--- src/rtl/pc_unit.sv ---
// pc_unit: fetch-stage program counter with sequential, branch, jump and
// halt/resume control, alignment checking and a post-redirect flush pulse.
// Ports:
//   CLK, RST (sync, active-high)
//   STALL, HALT, BR_TAKEN, BR_OFFSET, JMP, JMP_TARGET, CALL, RET (control in)
//   Q (fetch PC), Q_PLUS (Q+INC), VALID, FLUSH, MISALIGN (status out)
// Optional return-address stack is enabled by defining PC_UNIT_RAS_EN.
// Without it, CALL and RET are ignored and no stack storage is built.
module pc_unit #(
    parameter int unsigned      WIDTH        = 32,
    parameter logic [WIDTH-1:0] RESET_VECTOR = '0,
    parameter int unsigned      INC          = 4,
    parameter int unsigned      RAS_DEPTH    = 4
) (
    input  logic             CLK,
    input  logic             RST,
    input  logic             STALL,
    input  logic             HALT,
    input  logic             BR_TAKEN,
    input  logic [WIDTH-1:0] BR_OFFSET,
    input  logic             JMP,
    input  logic [WIDTH-1:0] JMP_TARGET,
    input  logic             CALL,
    input  logic             RET,
    output logic [WIDTH-1:0] Q,
    output logic [WIDTH-1:0] Q_PLUS,
    output logic             VALID,
    output logic             FLUSH,
    output logic             MISALIGN
);

    typedef enum logic [1:0] {
        S_BOOT,
        S_RUN,
        S_HALTED
    } state_e;

    localparam logic [WIDTH-1:0] INC_W      = WIDTH'(INC);
    // Low log2(INC) address bits must be zero for an aligned target.
    localparam logic [WIDTH-1:0] ALIGN_MASK = WIDTH'(INC - 1);

    state_e           state_q, state_d;
    logic [WIDTH-1:0] pc_q, pc_d;
    logic             flush_q, flush_d;
    logic             mis_q, mis_d;

    logic             redir;
    logic [WIDTH-1:0] tgt;
    logic             push, pop;
    logic             ras_empty;
    logic [WIDTH-1:0] ras_top;

`ifdef PC_UNIT_RAS_EN
    localparam bit          RAS_ON = 1'b1;
    localparam int unsigned AW     = (RAS_DEPTH > 1) ? $clog2(RAS_DEPTH) : 1;
    localparam logic [AW:0] FULL   = (AW+1)'(RAS_DEPTH);

    logic [WIDTH-1:0] ras_mem [RAS_DEPTH];
    // sp_q points at the next free slot; the ring wraps so a push
    // into a full stack overwrites the oldest entry.
    logic [AW-1:0]    sp_q;
    logic [AW:0]      cnt_q;

    assign ras_empty = (cnt_q == '0);
    assign ras_top   = ras_mem[sp_q - 1'b1];

    always_ff @(posedge CLK) begin
        if (RST) begin
            sp_q  <= '0;
            cnt_q <= '0;
        end else if (push) begin
            sp_q <= sp_q + 1'b1;
            if (cnt_q != FULL) begin
                cnt_q <= cnt_q + 1'b1;
            end
        end else if (pop) begin
            sp_q  <= sp_q - 1'b1;
            cnt_q <= cnt_q - 1'b1;
        end
    end

    always_ff @(posedge CLK) begin
        if (!RST && push) begin
            ras_mem[sp_q] <= Q_PLUS;
        end
    end
`else
    localparam bit RAS_ON = 1'b0;

    logic unused_ras;
    assign ras_empty  = 1'b1;
    assign ras_top    = '0;
    assign unused_ras = push ^ pop;
`endif

    assign Q        = pc_q;
    assign Q_PLUS   = pc_q + INC_W;
    assign VALID    = (state_q == S_RUN);
    assign FLUSH    = flush_q;
    assign MISALIGN = mis_q;

    always_comb begin
        state_d = state_q;
        pc_d    = pc_q;
        flush_d = 1'b0;
        mis_d   = mis_q;
        redir   = 1'b0;
        tgt     = pc_q;
        push    = 1'b0;
        pop     = 1'b0;
        unique case (state_q)
            S_BOOT: begin
                state_d = S_RUN;
            end
            S_RUN: begin
                push = RAS_ON && CALL;
                if (JMP) begin
                    redir = 1'b1;
                    tgt   = JMP_TARGET;
                end else if (RAS_ON && RET) begin
                    redir = 1'b1;
                    if (CALL) begin
                        // Push then pop cancels out on the stack.
                        push = 1'b0;
                        tgt  = Q_PLUS;
                    end else if (ras_empty) begin
                        tgt   = RESET_VECTOR;
                        mis_d = 1'b1;
                    end else begin
                        pop = 1'b1;
                        tgt = ras_top;
                    end
                end else if (BR_TAKEN) begin
                    redir = 1'b1;
                    tgt   = pc_q + BR_OFFSET;
                end
                if (redir) begin
                    pc_d = tgt;
                end else if (!HALT && !STALL) begin
                    pc_d = Q_PLUS;
                end
                if (HALT) begin
                    state_d = S_HALTED;
                end
                flush_d = redir;
            end
            S_HALTED: begin
                if (JMP) begin
                    redir   = 1'b1;
                    tgt     = JMP_TARGET;
                    pc_d    = JMP_TARGET;
                    flush_d = 1'b1;
                    state_d = S_RUN;
                end
            end
            default: begin
                state_d = S_BOOT;
            end
        endcase
        if (redir && |(tgt & ALIGN_MASK)) begin
            mis_d = 1'b1;
        end
    end

    always_ff @(posedge CLK) begin
        if (RST) begin
            state_q <= S_BOOT;
            pc_q    <= RESET_VECTOR;
            flush_q <= 1'b0;
            mis_q   <= 1'b0;
        end else begin
            state_q <= state_d;
            pc_q    <= pc_d;
            flush_q <= flush_d;
            mis_q   <= mis_d;
        end
    end

endmodule
--- config.mk ---
export PLATFORM = sky130hd
export DESIGN_NAME = pc_unit
export DESIGN_NICKNAME = d
export VERILOG_FILES = /design/src/rtl/pc_unit.sv
export SDC_FILE = /design/constraint.sdc
export NUM_CORES = 1
export LEC_CHECK = 0
export ABC_AREA = 1
export BUFFER_PORTS_ARGS = -buffer_cell sky130_fd_sc_hd__buf_4
export CAP_MARGIN = 20
export CORE_ASPECT_RATIO = 1.4
export CORE_MARGIN = 2
export CORE_UTILIZATION = 35
export DETAILED_ROUTE_END_ITERATION = 12
export PLACE_DENSITY_LB_ADDON = 0.25
export SKIP_CTS_REPAIR_TIMING = 1
export SLEW_MARGIN = 20
export SYNTH_ARGS = -nofsm -noshare
export SYNTH_HDL_FRONTEND = slang
export SYNTH_SLANG_ARGS = --single-unit
--- constraint.sdc ---
create_clock -name CLK -period 1.9 [get_ports CLK]
set_input_delay 0.19 -clock CLK [delete_from_list [all_inputs] [get_ports CLK]]
set_output_delay 0.19 -clock CLK [all_outputs]
set_load 0.1 [all_outputs]
==> flow_summary_export.csv <==
group,metric,value,unit
die,core,15500,um^2
setup_path,r2r_start,"Q[3]",
synth,seq_area_frac_synth,13.1,%
setup_path,critPathCaptureType,"primary output",
sta,slew_violations,0,
global_routing,grt_pass1_vias,6956,
synth,synth_area_leader_cell,"nand2_1",
cells_and_area,multiInputGateArea,5780,um^2
synth,syn-cell-area,5490,um^2
setup_path,worstPathArrival,1970,ps
synth,synth.distinct_cells,49,
setup_path,start_kind,"register",
synth,synth_cells,1037,
synth,synthFlopType,"dfxtp_1",
cells_and_area,postLayoutCoreUtil,67.0,%
route,wire_per_inst,17.7,um
cells_and_area,ff_latch_area,815,um^2
sta,finalCritPeriodShare,113,%
synth,synth_top_area_share,28.8,%
synth,synth_edf_count,0,
synth,avgSynthCellArea,5.30,um^2
clock_tree,cts_sinks,36,
route,drc,0,
clock_tree,cts.path.max_buffers,2,
route,dr_total_vias,7939,
flow_run,maxCapViolations,0,
route,ant_nets,0,
die,io_pins,139,
sta,rsz0062_at_grt,"true",
synth,synthTopCellsByCount,"nand2_1 (422), inv_1 (156), a21oi_1 (95)",
sta,setup_viol,46,
route,drt_pass1_iterations,5,
synth,async_flop_share,0,%
min_path,min_from,"JMP_TARGET[5]",
global_routing,grt_pass1_wl,35500,um
min_path,hold_class,"primary input to register",
sta,fin_crit,2160,ps
outcome,status,"finished, violations left",
cells_and_area,insertedDiodeCount,0,
global_routing,track_usage,27.7,%
sta,final.setup.worst_slack,-256,ps
setup_path,timing.critical_path.from,"Q[2]",
setup_path,crit_fanout,5,
clock_tree,clock_latency,290,ps
global_routing,antenna_found_initial,0,
die,start_util,35.5,%
route,drt-total-wl,26700,um
place,port_buffers,136,
setup_path,crit_required,1710,ps
die,fp.dieArea,16700,um^2
route,vias_per_cell,5.26,
sta,worst_slew_pin_slew,384,ps
sta,setup-tns-final,-5020,ps
clock_tree,htree_num_levels,2,
global_routing,grt_max_degree,26,
synth,ys_warn_count,0,
setup_path,critical_path_class,"register to primary output",
die,placementRows,54,
sta,fin_worst_skew,6.86,ps
place,place_congestion,0.947,
synth,synth_area_leaders,"nand2_1 (29%), dfxtp_1 (13%), inv_1 (11%)",
cells_and_area,drive_gt1_share,49.8,%
synth,synth_nets,1145,
sta,fmax,0.464,GHz
route,drt_iter0_drc,460,
pwr,p_leak,5.22,nW
cells_and_area,layout.nets,1419,
global_routing,grt-ovfl-total,0,
sta,slew_headroom,74.4,%
cells_and_area,area_delta_synth_final,88.6,%
place,dpl.hpwl,19300,um
synth,synth.most_common_cell,"nand2_1",
sta,hold_viol_final,0,
clock_tree,cts_buffers,5,
clock_tree,clkSlewWorstSetupHoldPaths,50,ps
die,dieWidth,110,um
clock_tree,cts_root_buf,"clkbuf_16",
clock_tree,cts_tree,"done",
cells_and_area,post-route-cell-area,10400,um^2
pwr,ir_drop,1.66,mV
die,die_y,152,um
pwr,pwr_density_cell,1600,nW/um^2
synth,ys_ff_latch,36,
place,placed_cell_area,7960,um^2
cells_and_area,fill_cells,1270,
outcome,failed_checks,"negative setup slack",
[report_power, final]
part	internal [W]	total, W	switching (W)	leakage, nW
clock	0.000618	0.000972	0.000354	0.0808
combinational	0.00498	0.0140	0.00900	4.83
sequential	0.00115	0.00160	0.000453	0.314
[worst paths after layout]
path / endpoint / depth (start not counted) / slack (ps)
max: Q_PLUS[15] / 9 / -260
min: Q[5] / 3 / 200
max reg2reg: Q[9] / 13 / -160
min reg2reg: MISALIGN / 1 / 490
[logic make-up after synthesis]
kind of cell | Yosys count | synth area share (%)
buffers and inverters | 188 | 13.7
AO/OA/AOI/OAI | 135 | 13.2
XOR/XNOR | 24 | 4.24
flip-flops | 36 | 13.1
AND/OR/NAND/NOR | 618 | 47.4
adder cells (fa/ha/maj) | 36 | 8.34
[cell type report]
class                      count  share of cell area [%]
tap                          196                    2.37
clock inverter                 2                   0.338
multi-input combinational    813                    55.8
timing repair buffer         294                    26.5
inverter                     161                    5.93
sequential                    36                    7.86
clock buffer                   6                    1.24
[critical path: stages, from the launching register on]
cell,delay [ps]
dfxtp_4,350
buf_6,130
buf_6,100
nand3_4,120
nor2_4,160
nand2_4,80
nor2_4,180
buf_12,140
xor2_4,210
buf_12,210
[registers in the layout, indices dropped and copies added, names as in the netlist]
register	count
state_q	2
FLUSH	1
MISALIGN	1
Q	32
[through the flow]
step	hold slack, ps	power [W]	setup WS [ps]	cells
2_1_floorplan	353	0.00918	-583	1037
3_3_place_gp	483	0.0123	-199	1451
3_5_place_dp	476	0.0124	-242	1451
4_1_cts	198	0.0134	-419	1459
5_1_grt	215	0.0173	-310	1508
6_report	205	0.0166	-256	1508
[cell usage in the layout (no fill, tap or decap), types with 25 or more instances in the layout]
| cell type | n |
|---|---|
| nor2_1 | 39 |
| buf_6 | 31 |
| a21oi_1 | 67 |
| nand2_4 | 34 |
| a21oi_2 | 26 |
| nand3_2 | 29 |
| nand2_1 | 314 |
| nand2_2 | 77 |
| ha_4 | 29 |
| buf_12 | 27 |
| nor2_2 | 25 |
| buf_4 | 225 |
| inv_1 | 141 |
[routing by layer]
metal	vias up	global-route usage, %	share of wire (%)
met5	-	0	0
met4	0	16.9	7.5
met3	102	2.65	5.1
met2	357	48.3	51
met1	3682	31.6	36
li1	3798	-	-
No activity file was read; power rests on OpenSTA's default activity.
